<file path="src/rtl/easy6502_pkg.sv">
// Shared definitions for the easy6502 system: RAM geometry, the fixed pad
// byte location and the RAM arbiter state encoding.
package easy6502_pkg;

  localparam int RAM_ADDR_W = 11;
  localparam int RAM_DATA_W = 8;

  // Software reads the latest pad byte from this RAM location.
  localparam logic [RAM_ADDR_W-1:0] PAD_RAM_ADDR = 11'd10;

  typedef enum logic [1:0] {
    ARB_RUN    = 2'd0,
    ARB_HOLD   = 2'd1,
    ARB_RESUME = 2'd2
  } arb_state_t;

endpackage

</file>
<file path="src/rtl/ram_arbiter_if.sv">
// Bundle of every requester and RAM-side signal around the RAM arbiter.
// slave: the arbiter itself; master: the surrounding system (CPU, VGA,
// loader, pad and the RAM).
interface ram_arbiter_if
  import easy6502_pkg::*;
#(
  parameter int ADDR_WIDTH = RAM_ADDR_W,
  parameter int DATA_WIDTH = RAM_DATA_W
) ();

  logic [ADDR_WIDTH-1:0] cpu_addr;
  logic [DATA_WIDTH-1:0] cpu_wdata;
  logic                  cpu_we;
  logic                  cpu_rdy;

  logic                  vga_req;
  logic [ADDR_WIDTH-1:0] vga_addr;
  logic                  vga_gnt;

  logic                  uart_req;
  logic                  uart_we;
  logic [ADDR_WIDTH-1:0] uart_addr;
  logic [DATA_WIDTH-1:0] uart_wdata;

  logic                  periph_strobe;
  logic [DATA_WIDTH-1:0] periph_wdata;
  logic                  periph_pending;

  logic [ADDR_WIDTH-1:0] ram_raddr;
  logic [ADDR_WIDTH-1:0] ram_waddr;
  logic [DATA_WIDTH-1:0] ram_wdata;
  logic                  ram_we;

  modport slave (
    input  cpu_addr, cpu_wdata, cpu_we,
    input  vga_req, vga_addr,
    input  uart_req, uart_we, uart_addr, uart_wdata,
    input  periph_strobe, periph_wdata,
    output cpu_rdy, vga_gnt, periph_pending,
    output ram_raddr, ram_waddr, ram_wdata, ram_we
  );

  modport master (
    output cpu_addr, cpu_wdata, cpu_we,
    output vga_req, vga_addr,
    output uart_req, uart_we, uart_addr, uart_wdata,
    output periph_strobe, periph_wdata,
    input  cpu_rdy, vga_gnt, periph_pending,
    input  ram_raddr, ram_waddr, ram_wdata, ram_we
  );

endinterface

</file>
<file path="src/rtl/periph_latch.sv">
// Holds the most recent pad byte until the arbiter has written it to RAM.
// A new strobe always wins over a clear in the same cycle, so a byte that
// arrives while the previous one is being written is never lost.
module periph_latch #(
  parameter int DATA_WIDTH = 8
) (
  input  logic                  clk,
  input  logic                  reset,
  input  logic                  strobe,
  input  logic [DATA_WIDTH-1:0] wdata,
  input  logic                  clear,
  output logic                  pending,
  output logic [DATA_WIDTH-1:0] data
);

  // Capture the byte on strobe; drop the pending flag once it is written.
  always_ff @(posedge clk) begin
    if (reset) begin
      pending <= 1'b0;
      data    <= '0;
    end else if (strobe) begin
      pending <= 1'b1;
      data    <= wdata;
    end else if (clear) begin
      pending <= 1'b0;
    end
  end

endmodule

</file>
<file path="src/rtl/ram_arbiter.sv">
// Shares the system RAM between the 6502, VGA screen reads, the UART loader
// and the pad byte, stalling the CPU through RDY while anyone else needs it.
//
//   state      | meaning
//   -----------+--------------------------------------------------------
//   ARB_RUN    | CPU owns both RAM ports, RDY high
//   ARB_HOLD   | CPU stalled; VGA reads, loader / pad writes are served
//   ARB_RESUME | CPU still stalled; its last read address is re-presented
//              | so DI holds the right byte on the first resumed cycle
module ram_arbiter
  import easy6502_pkg::*;
#(
  parameter int                    ADDR_WIDTH  = RAM_ADDR_W,
  parameter int                    DATA_WIDTH  = RAM_DATA_W,
  parameter logic [ADDR_WIDTH-1:0] PERIPH_ADDR = ADDR_WIDTH'(PAD_RAM_ADDR)
) (
  input logic          clk,
  input logic          reset,
  ram_arbiter_if.slave bus
);

  arb_state_t            state;
  logic                  cpu_rdy_q;
  logic [ADDR_WIDTH-1:0] cpu_addr_last;

  logic                  pad_pending;
  logic [DATA_WIDTH-1:0] pad_data;
  logic                  pad_write;
  logic                  busy;

  assign busy = bus.vga_req | bus.uart_req | pad_pending;

  periph_latch #(
    .DATA_WIDTH(DATA_WIDTH)
  ) u_periph_latch (
    .clk    (clk),
    .reset  (reset),
    .strobe (bus.periph_strobe),
    .wdata  (bus.periph_wdata),
    .clear  (pad_write),
    .pending(pad_pending),
    .data   (pad_data)
  );

  // Ownership FSM; RDY is registered alongside the state so it only rises
  // on entry to RUN and falls on the first HOLD cycle.
  always_ff @(posedge clk) begin
    if (reset) begin
      state         <= ARB_HOLD;
      cpu_rdy_q     <= 1'b0;
      cpu_addr_last <= '0;
    end else begin
      unique case (state)
        ARB_RUN: begin
          cpu_addr_last <= bus.cpu_addr;
          if (busy) begin
            state     <= ARB_HOLD;
            cpu_rdy_q <= 1'b0;
          end
        end
        ARB_HOLD: begin
          if (!busy) state <= ARB_RESUME;
        end
        ARB_RESUME: begin
          if (busy) begin
            state <= ARB_HOLD;
          end else begin
            state     <= ARB_RUN;
            cpu_rdy_q <= 1'b1;
          end
        end
        default: begin
          state     <= ARB_HOLD;
          cpu_rdy_q <= 1'b0;
        end
      endcase
    end
  end

  // RAM port muxing; at most one writer is selected in any cycle.
  always_comb begin
    bus.vga_gnt   = 1'b0;
    bus.ram_raddr = cpu_addr_last;
    bus.ram_waddr = bus.cpu_addr;
    bus.ram_wdata = bus.cpu_wdata;
    bus.ram_we    = 1'b0;
    pad_write     = 1'b0;
    unique case (state)
      ARB_RUN: begin
        bus.ram_raddr = bus.cpu_addr;
        bus.ram_we    = bus.cpu_we;
      end
      ARB_HOLD: begin
        if (bus.vga_req) begin
          bus.ram_raddr = bus.vga_addr;
          bus.vga_gnt   = 1'b1;
        end
        if (bus.uart_we) begin
          bus.ram_waddr = bus.uart_addr;
          bus.ram_wdata = bus.uart_wdata;
          bus.ram_we    = 1'b1;
        end else if (pad_pending) begin
          bus.ram_waddr = PERIPH_ADDR;
          bus.ram_wdata = pad_data;
          bus.ram_we    = 1'b1;
          pad_write     = 1'b1;
        end
      end
      default: begin
      end
    endcase
  end

  assign bus.cpu_rdy        = cpu_rdy_q;
  assign bus.periph_pending = pad_pending;

endmodule

</file>
<file path="src/flat_wrapper.sv">
// flat-port wrapper written by rule: the top's interface ports become plain ports
module ram_arbiter_flat import easy6502_pkg::*;
#(
  parameter int                    ADDR_WIDTH  = RAM_ADDR_W,
  parameter int                    DATA_WIDTH  = RAM_DATA_W,
  parameter logic [ADDR_WIDTH-1:0] PERIPH_ADDR = ADDR_WIDTH'(PAD_RAM_ADDR)
)
  (clk, reset, bus_cpu_addr, bus_cpu_wdata, bus_cpu_we, bus_vga_req, bus_vga_addr, bus_uart_req, bus_uart_we, bus_uart_addr, bus_uart_wdata, bus_periph_strobe, bus_periph_wdata, bus_cpu_rdy, bus_vga_gnt, bus_periph_pending, bus_ram_raddr, bus_ram_waddr, bus_ram_wdata, bus_ram_we);
  ram_arbiter_if #(.ADDR_WIDTH(ADDR_WIDTH), .DATA_WIDTH(DATA_WIDTH)) bus_i ();
  input logic clk;
  input logic reset;
  input wire logic [$bits(bus_i.cpu_addr)-1:0] bus_cpu_addr;
  input wire logic [$bits(bus_i.cpu_wdata)-1:0] bus_cpu_wdata;
  input wire logic [$bits(bus_i.cpu_we)-1:0] bus_cpu_we;
  input wire logic [$bits(bus_i.vga_req)-1:0] bus_vga_req;
  input wire logic [$bits(bus_i.vga_addr)-1:0] bus_vga_addr;
  input wire logic [$bits(bus_i.uart_req)-1:0] bus_uart_req;
  input wire logic [$bits(bus_i.uart_we)-1:0] bus_uart_we;
  input wire logic [$bits(bus_i.uart_addr)-1:0] bus_uart_addr;
  input wire logic [$bits(bus_i.uart_wdata)-1:0] bus_uart_wdata;
  input wire logic [$bits(bus_i.periph_strobe)-1:0] bus_periph_strobe;
  input wire logic [$bits(bus_i.periph_wdata)-1:0] bus_periph_wdata;
  output wire logic [$bits(bus_i.cpu_rdy)-1:0] bus_cpu_rdy;
  output wire logic [$bits(bus_i.vga_gnt)-1:0] bus_vga_gnt;
  output wire logic [$bits(bus_i.periph_pending)-1:0] bus_periph_pending;
  output wire logic [$bits(bus_i.ram_raddr)-1:0] bus_ram_raddr;
  output wire logic [$bits(bus_i.ram_waddr)-1:0] bus_ram_waddr;
  output wire logic [$bits(bus_i.ram_wdata)-1:0] bus_ram_wdata;
  output wire logic [$bits(bus_i.ram_we)-1:0] bus_ram_we;
  assign bus_i.cpu_addr = bus_cpu_addr;
  assign bus_i.cpu_wdata = bus_cpu_wdata;
  assign bus_i.cpu_we = bus_cpu_we;
  assign bus_i.vga_req = bus_vga_req;
  assign bus_i.vga_addr = bus_vga_addr;
  assign bus_i.uart_req = bus_uart_req;
  assign bus_i.uart_we = bus_uart_we;
  assign bus_i.uart_addr = bus_uart_addr;
  assign bus_i.uart_wdata = bus_uart_wdata;
  assign bus_i.periph_strobe = bus_periph_strobe;
  assign bus_i.periph_wdata = bus_periph_wdata;
  assign bus_cpu_rdy = bus_i.cpu_rdy;
  assign bus_vga_gnt = bus_i.vga_gnt;
  assign bus_periph_pending = bus_i.periph_pending;
  assign bus_ram_raddr = bus_i.ram_raddr;
  assign bus_ram_waddr = bus_i.ram_waddr;
  assign bus_ram_wdata = bus_i.ram_wdata;
  assign bus_ram_we = bus_i.ram_we;
  ram_arbiter #(.ADDR_WIDTH(ADDR_WIDTH), .DATA_WIDTH(DATA_WIDTH), .PERIPH_ADDR(PERIPH_ADDR)) u_core (.clk(clk), .reset(reset), .bus(bus_i));
endmodule
</file>
<file path="config.mk">
export PLATFORM = sky130hd
export DESIGN_NAME = ram_arbiter_flat
export DESIGN_NICKNAME = d
export VERILOG_FILES = /design/src/rtl/easy6502_pkg.sv /design/src/rtl/ram_arbiter_if.sv /design/src/rtl/periph_latch.sv /design/src/rtl/ram_arbiter.sv /design/src/flat_wrapper.sv
export SDC_FILE = /design/constraint.sdc
export NUM_CORES = 1
export LEC_CHECK = 0
export CORE_ASPECT_RATIO = 0.7
export CORE_UTILIZATION = 33
export CTS_CLUSTER_SIZE = 40
export DETAILED_ROUTE_END_ITERATION = 10
export PLACE_DENSITY = 0.77
export SYNTH_ARGS = -nofsm -noshare
export SYNTH_HDL_FRONTEND = slang
export SYNTH_HIERARCHICAL = 1
export SYNTH_SLANG_ARGS = --single-unit
</file>
<file path="constraint.sdc">
create_clock -name clk -period 1.6 [get_ports clk]
set_input_delay 0.4 -clock clk [delete_from_list [all_inputs] [get_ports clk]]
set_output_delay 0.4 -clock clk [all_outputs]
set_load 0.01 [all_outputs]
</file>
# After elaboration in Yosys (flattened, before gate mapping)

Cells that the tools add are included.

Bits in registers: 23
Input bits: 64
Output and inout port bits: 34
Logic and storage cells: 41

Equal/unequal tests: 5
Muxes and demuxes: 24
Bitwise gates (word level): 3
Reductions and logical operators: 4

Operators by type and width:

| operator                                                                | count |
|---|---|
| 11-bit two-way mux                                                      | 4 |
| 8-bit two-way mux                                                       | 3 |
| 11-bit one-hot mux with 2 select lines                                  | 1 |
| 1-bit two-way mux                                                       | 11 |
| 2-bit one-hot mux with 3 select lines                                   | 1 |
| 2-bit two-way mux                                                       | 2 |
| 2-bit inequality test, second input constant                            | 2 |
| 1-bit one-hot mux with 3 select lines                                   | 1 |
| 3-bit AND reduction                                                     | 1 |
| 2-bit by 1-bit equality test with 1-bit output, second input constant   | 1 |
| 2-bit equality test, second input constant                              | 1 |
| 2-bit zero test                                                         | 1 |
| 2-bit by 1-bit inequality test with 1-bit output, second input constant | 1 |
| 1-bit bitwise OR                                                        | 2 |
| 1-bit one-hot mux with 2 select lines                                   | 1 |
| 2-bit AND reduction                                                     | 1 |
| 2-bit nonzero test                                                      | 1 |
| 1-bit NOT                                                               | 1 |

# Depth between registers and ports, before layout

Gate-level depths: netlist of the first run.

Depth in word-level cells: 5
Gate-level depth with buffers: 6
Mapped depth without buffers: 4

# Cells and area by module

Netlist of the first run, hierarchy kept.

Modules (own cells, without submodules):

| module       | instances | cells an instance | area an instance (um^2) | seq. area each (um^2) |
|---|---|---|---|---|
| ram_arbiter  | 1         | 164               | 1179.9                  | 280.3 |
| periph_latch | 1         | 30                | 321.6                   | 180.2 |

# Least setup slack after synthesis of the first run

No wires, ideal clock.

Path kind: flip-flop to output port
Start point: register u_core.state[0]
End point: output port bus_ram_wdata[6]
Data arrival time: 1.243 ns
Data required time: 1.200 ns
Path slack: -0.043 ns
Cell stages (with the launch flop): 7
Buffers on the path: 3
Cells stage by stage: dfxtp_1 -> buf_6 -> nor2b_4 -> and2_4 -> buf_6 -> buf_6 -> a221o_1

Word-level cells in the longest chain between the ends: 2

Ends and longest elaborated chain:

| element                                        | line               | text |
|---|---|---|
| from (decl)                                    | ram_arbiter.sv:22  | `arb_state_t state;` |
| from (signal assigned)                         | ram_arbiter.sv:49  | `state <= ARB_HOLD;` |
| from (signal assigned)                         | ram_arbiter.sv:57  | `state <= ARB_HOLD;` |
| from (signal assigned)                         | ram_arbiter.sv:62  | `if (!busy) state <= ARB_RESUME;` |
| 2-bit by 1-bit equality test with 1-bit output | ram_arbiter.sv:88  | `unique case (state)` |
| 8-bit two-way mux                              | ram_arbiter.sv:88  |  |
| to (decl)                                      | flat_wrapper.sv:28 | `output wire logic [$bits(bus_i.ram_wdata)-1:0] bus_ram_wdata;` |

Every way passes these cells.

# Worst setup path in the final report of the first run

Start point: register u_core.state[0]
End point: output port bus_ram_waddr[7]

Word-level cells in the longest chain between the ends: 2

Ends and longest elaborated chain:

| element                                        | line               | text |
|---|---|---|
| 2-bit by 1-bit equality test with 1-bit output | ram_arbiter.sv:88  |  |
| 11-bit two-way mux                             | ram_arbiter.sv:88  |  |
| to (decl)                                      | flat_wrapper.sv:27 | `output wire logic [$bits(bus_i.ram_waddr)-1:0] bus_ram_waddr;` |

Every way passes these cells.

==> results by group, run 1 <==
Routing
  – Pre-Repair DR Iteration Count: 4
  – Routed wire length: 5913 um
  – Via count normalized by instance count: 5.401
  – Post-route DRC: 0
  – DRC violation total after the first TritonRoute iteration: 151
  – Antenna-violating nets left: 0
  – Wirelength per Cell: 16.24 um
  – Vias post-DR: 1966

Placed design
  – Gpl congestion: 0.8254
  – Detailed placement HPWL: 4283 um
  – # port buffers: 97
  – Inst Count DP: 356

Outcome
  – Outcome: finished with violations
  – Failing checks: setup timing

Cells and area
  – Most used cells in the layout excluding fill and tap cells: 59 x sky130_fd_sc_hd__clkdlybuf4s50_1, 30 x sky130_fd_sc_hd__a21oi_1, 29 x sky130_fd_sc_hd__buf_2
  – Area added between synthesis and finish: 81.33%
  – Nets@finish: 374
  – Non-filler cells, final: 364
  – Ant diodes: 0
  – Commonest non-fill, non-tap cell in the layout: sky130_fd_sc_hd__clkdlybuf4s50_1
  – Share of final-layout standard cells stronger than drive strength 1: 0.2913

Setup path
  – Startpoint Class: register
  – Classification of the worst setup path: reg2out
  – Critical path endpoint category: output pin
  – Slowest stage delay, CP: 380 ps
  – Data required, critical path: 1200 ps
  – CP max FO: 6
  – Slowest cell on the critical path: sky130_fd_sc_hd__dfxtp_4
  – Cell breakdown of the critical path: nor2b_4, o21ai_4, buf_6, a22o_1, buf_2
  – Critical path arrival: 1450 ps

Global route
  – GRT Overall Usage: 0.2475
  – Largest net degree at the start of global routing: 15
  – Initial antenna violation count: 0
  – Via count of the first global-routing pass: 1838
  – Total gr overflow: 0
  – Global-route wire length before repair: 9087 um

Clock network
  – Clock tree from TritonCTS: done
  – Maximum level of the CTS H-tree: 1
  – Insertion delay of the later-clocked pin in the worst-skew pair: 260 ps
  – Number of hold buffers added after CTS: 0
  – Clk root buf: sky130_fd_sc_hd__clkbuf_8
  – Number of buffers on the longest clock path: 2
  – Clock sinks: 23
  – TritonCTS buffer count: 3
  – Clock input transition at the sequential cells of the worst setup and hold paths: 80 ps

STA
  – Count of pins over their slew limit: 0
  – Final setup violation count: 32
  – Normalized max-slew margin: 0.7734
  – Setup repair after global routing missed its margin: yes
  – Ratio of final minimum period to clock period: 1.157
  – Smallest setup slack after layout: -250.7 ps
  – Shortest clock period the worst path allows after layout: 1851 ps
  – Transition time of the tightest slew-check pin: 337.3 ps
  – Count of final hold-check violations: 0
  – Setup TNS: -5678 ps
  – Upper clock frequency limit: 540.3 MHz
  – Clock Skew: 0.6726 ps

Floorplan
  – Initial Utilization: 0.3448
  – Vertical die dimension: 58.44 um
  – Chip Width: 82.62 um
  – Core Region: 4354 um^2
  – I/O pin cnt: 98
  – Area of the die: 4828 um^2
  – Number of placement rows: 20

Power and ir drop
  – Cell Pwr Density: 608.5 nW/um^2
  – Leakage Power: 0.001139 uW
  – Maximum resistive drop on vdd: 344.1 uV

Logic synthesis
  – Register bit count reported by yosys: 23
  – Net Count, Synth: 258
  – Instance count of the mapped netlist: 194
  – Synth Cell Area: 1501 um^2
  – Sequential element share of the synthesized area: 0.3067
  – Mean instance size in the synthesized netlist: 7.739 um^2
  – Count of different cell masters after synthesis: 29
  – Yosys warns: 6

Run
  – Number of max-cap violations: 0

Worst hold path
  – Kind of path behind the tightest hold check: reg2reg
[final timing paths]
kind | start | to | slack (ps) | cells past startpoint
min | u_core/cpu_addr_last[8] | u_core/cpu_addr_last[8] | 480 | 2
max reg2reg | u_core/state[1] | u_core/bus.cpu_rdy | 170 | 6
max | u_core/state[0] | bus_ram_waddr[7] | -250 | 5
min reg2reg | u_core/cpu_addr_last[8] | u_core/cpu_addr_last[8] | 480 | 2
[registers in the layout (all words and copies together), names as in the netlist]
| register | cells |
|---|---|
| u_core/u_periph_latch/pending | 1 |
| u_core/state | 2 |
| u_core/u_periph_latch/data | 8 |
| u_core/cpu_addr_last | 11 |
| u_core/bus.cpu_rdy | 1 |
[synth_stat cells (all sizes together)]
| cell type | count | area [um^2] |
|---|---|---|
| a21oi | 31 | 155.2 |
| nand2 | 26 | 97.59 |
| dfxtp | 23 | 460.4 |
| o22ai | 18 | 112.6 |
| nor2 | 13 | 48.80 |
| buf | 12 | 83.82 |
| nand2b | 11 | 68.82 |
| a22o | 9 | 78.83 |
| a221o | 8 | 80.08 |
| mux2i | 8 | 80.08 |
| nand4b | 8 | 70.07 |
| clkbuf | 7 | 27.52 |
| nor2b | 3 | 26.27 |
| a31oi | 2 | 12.51 |
| inv | 2 | 7.510 |
| nor3b | 2 | 15.01 |
| o21ai | 2 | 10.00 |
| o22a | 2 | 17.52 |
| o2bb2ai | 2 | 17.52 |
| a21o | 1 | 7.510 |
| and2 | 1 | 8.760 |
| clkinv | 1 | 3.750 |
| nor3 | 1 | 5.000 |
| or2 | 1 | 6.260 |
[per-stage QoR]
step | worst slack [ps] | cell area (um^2) | hold WS (ps) | total power (uW) | util
6_report | -250.7 | 2723 | 481.3 | 1657 | 0.6253
5_1_grt | -302.3 | 2723 | 520.2 | 1739 | 0.6253
4_1_cts | -250.7 | 2703 | 485.9 | 1654 | 0.6207
3_5_place_dp | -769.3 | 2685 | 465.5 | 1346 | 0.6167
3_3_place_gp | -736.3 | 2685 | 448.6 | 1336 | 0.6167
2_1_floorplan | -43.00 | 1501 | 430.5 | 908.2 | -
[worst max-delay path, delay by kind of cell, from the launching register on]
kind	cells	cell delay [ps]
DFF	1	380
buffers and inverters	2	290
and+or+nand+nor	1	220
AOI/OAI and AO/OA	2	310
[report_power, final]
| part | internal (uW) | switching [uW] | leakage, uW |
|---|---|---|---|
| clock network | 178 | 188 | 0.0000228 |
| registers | 594 | 20.2 | 0.000189 |
| logic | 384 | 293 | 0.000927 |
| total | 1160 | 501 | 0.00114 |
[layout make-up]
class	instances	area, um^2
Multi-Input combinational cell	151	1021
Inverter	3	11.26
Fill cell	388	1632
Sequential cell	23	471.7
Tap cell	55	68.82
Clock buffer	4	45.04
Timing Repair Buffer	128	1105
[per-layer routing]
layer / vias to the layer above / track usage / routed length, um
li1: 952 / - / -
met1: 936 / 0.3507 / 2639
met2: 74 / 0.3932 / 2845
met3: 4 / 0.03566 / 374
met4: 0 / 0.06650 / 55
met5: - / 0 / 0
[kinds of logic (layout without fill, tap and decap cells)]
logic type,after synthesis,after routing,synth area share
buffers and inverters,22,135,0.08165
flip-flops,23,23,0.3067
AO/OA/AOI/OAI,75,75,0.3275
AND/OR/NAND/NOR,66,68,0.2308
multiplexers,8,8,0.05334
[repair_timing]
action / CTS / global route
setup buffers: 2 / 0
setup endpoints to repair: 33 / 32
resized for setup: 161 / 6
cloned: 3 / 0
pin swaps: 18 / 3
(Power assumes the default switching activity.)
==> run 2, diff against run 1 <==
--- a/config.mk
+++ b/config.mk
@@ -9,6 +9,7 @@
 export CORE_UTILIZATION = 33
 export CTS_CLUSTER_SIZE = 40
 export DETAILED_ROUTE_END_ITERATION = 10
+export MAX_ROUTING_LAYER = met4
 export PLACE_DENSITY = 0.77
 export SYNTH_ARGS = -nofsm -noshare
 export SYNTH_HDL_FRONTEND = slang
==> run 2 against run 1 <==
The run still ends with setup timing left. Utilization unchanged. Sequential share of layout area unchanged. Cell count unchanged.
==> results by group, run 2 (synthesis results as in run 1) <==
Outcome
  – Outcome: finished with violations
  – Failing checks: setup timing

STA
  – Transition time of the tightest slew-check pin: 333.4 ps
  – Clock Skew: 2.663 ps
  – Ratio of final minimum period to clock period: 1.155
  – Count of pins over their slew limit: 0
  – Upper clock frequency limit: 540.9 MHz
  – Setup repair after global routing missed its margin: yes
  – Setup TNS: -5593 ps
  – Shortest clock period the worst path allows after layout: 1849 ps
  – Normalized max-slew margin: 0.7760
  – Count of final hold-check violations: 0
  – Smallest setup slack after layout: -248.7 ps
  – Final setup violation count: 32

Worst hold path
  – Worst min-delay path startpoint: u_core/cpu_addr_last[8]
  – Kind of path behind the tightest hold check: reg2reg
  – Number of cells traversed by the worst hold path: 2
  – Worst hold endpoint: u_core/cpu_addr_last[8]

Cells and area
  – Area added between synthesis and finish: 81.33%
  – Sequential cell area: 471.7 um^2
  – Ant diodes: 0
  – Number of fill cells: 388
  – Register name with the most flops: u_core/cpu_addr_last
  – Design area: 2723 um^2
  – Registers with the most flip-flops: u_core/cpu_addr_last: 11 flops, u_core/u_periph_latch/data: 8 flops, u_core/state: 2 flops
  – Most used cells in the layout excluding fill and tap cells: 59 x sky130_fd_sc_hd__clkdlybuf4s50_1, 30 x sky130_fd_sc_hd__a21oi_1, 29 x sky130_fd_sc_hd__buf_2
  – Flip-flop count of the largest register after layout: 11
  – Footprint of the multi-input gates: 1021 um^2
  – Non-filler cells, final: 364
  – Commonest non-fill, non-tap cell in the layout: sky130_fd_sc_hd__clkdlybuf4s50_1
  – Nets@finish: 374
  – Share of final-layout standard cells stronger than drive strength 1: 0.2913

Placed design
  – Detailed placement HPWL: 4283 um
  – Inst Count DP: 356
  – Post-placement worst setup slack: -769.3 ps
  – Post-placement cell area: 2685 um^2
  – Gpl congestion: 0.8378
  – # port buffers: 97

Global route
  – Global-route wire length before repair: 9080 um
  – Via count of the first global-routing pass: 1842
  – Largest net degree at the start of global routing: 15
  – Total gr overflow: 0
  – Initial antenna violation count: 0
  – GRT Overall Usage: 0.2551

Setup path
  – FF-to-FF path depth: 6
  – R2R Path Start: u_core/state[1]
  – End of the worst register-to-register path: u_core/bus.cpu_rdy
  – Startpoint Class: register
  – Classification of the worst setup path: reg2out
  – Critical path endpoint category: output pin
  – Critical path arrival: 1450 ps
  – CP max FO: 6
  – Data required, critical path: 1200 ps
  – Register-to-register setup slack: 180 ps

Clock network
  – Clk root buf: sky130_fd_sc_hd__clkbuf_8
  – Maximum level of the CTS H-tree: 1
  – Number of hold buffers added after CTS: 0
  – Number of buffers on the longest clock path: 2
  – Clock input transition at the sequential cells of the worst setup and hold paths: 80 ps
  – Insertion delay of the later-clocked pin in the worst-skew pair: 260 ps
  – TritonCTS buffer count: 3
  – Clock tree from TritonCTS: done
  – Clock sinks: 23

Routing
  – Post-route DRC: 0
  – Vias post-DR: 1957
  – Via count normalized by instance count: 5.376
  – Pre-Repair DR Iteration Count: 5
  – Wirelength per Cell: 16.15 um
  – Routed wire length: 5880 um
  – DRC violation total after the first TritonRoute iteration: 117
  – Antenna-violating nets left: 0

Power and ir drop
  – Cell Pwr Density: 607.9 nW/um^2
  – Maximum resistive drop on vdd: 344.0 uV
  – Leakage Power: 0.001139 uW

Floorplan
  – Initial Utilization: 0.3448
  – Core Region: 4354 um^2
  – Area of the die: 4828 um^2
  – I/O pin cnt: 98
  – Vertical die dimension: 58.44 um
  – Chip Width: 82.62 um
  – Number of placement rows: 20

Run
  – Number of max-cap violations: 0
run 2: cell counts in the layout (fill, tap and decap cells not counted):
Identical to the previous run, type by type.
run 2: repair_timing:
item / 4_1_cts / 5_1_grt
gates cloned: 3 / 0
resized for setup: 161 / 6
setup endpoints to repair: 33 / 32
pin swaps: 18 / 3
buffers inserted: 2 / 0
run 2: final cells by class:
cell class,count,share of cell area
timing repair buffer,128,0.4058
multi-input combinational,151,0.3750
sequential,23,0.1733
tap,55,0.02528
clock buffer,4,0.01654
inverter,3,0.004136
run 2: stage by stage:
stage,power [uW],hold slack (ps),utilization
finish,1655,481.6,0.6253
global route,1739,520.2,0.6253
CTS,1654,485.9,0.6207
detailed placement,1346,465.5,0.6167
global placement,1336,448.6,0.6167
floorplan,908.2,430.5,-
run 2: worst max-delay path by stage:
stage,startpoint,end,slack (ps),cells past startpoint
after floorplan,u_core/state[0],bus_ram_wdata[6],-40,6
after global placement,bus_uart_we,bus_ram_waddr[3],-740,6
after detailed placement,bus_uart_we,bus_ram_wdata[3],-770,4
after CTS,u_core/state[0],bus_ram_waddr[7],-250,5
after global routing,u_core/state[0],bus_ram_waddr[7],-300,5
final,u_core/state[0],bus_ram_waddr[7],-250,5
run 2: layer usage:
metal	routed length [um]	global-route usage	vias up
met5	0	-	-
met4	55	0.06650	0
met3	363	0.03411	4
met2	2800	0.3943	66
met1	2660	0.3507	934
li1	-	-	953
run 2: critical path: stages, from the launching register on:
cell,delay (ps)
sky130_fd_sc_hd__dfxtp_4,380
sky130_fd_sc_hd__nor2b_4,220
sky130_fd_sc_hd__o21ai_4,100
sky130_fd_sc_hd__buf_6,150
sky130_fd_sc_hd__a22o_1,210
sky130_fd_sc_hd__buf_2,140
run 2: power breakdown:
part / total (uW) / internal (uW) / switching, uW
Combinational: 677 / 384 / 292
Sequential: 614 / 594 / 20.3
Clock: 365 / 178 / 187
Total: 1660 / 1160 / 499
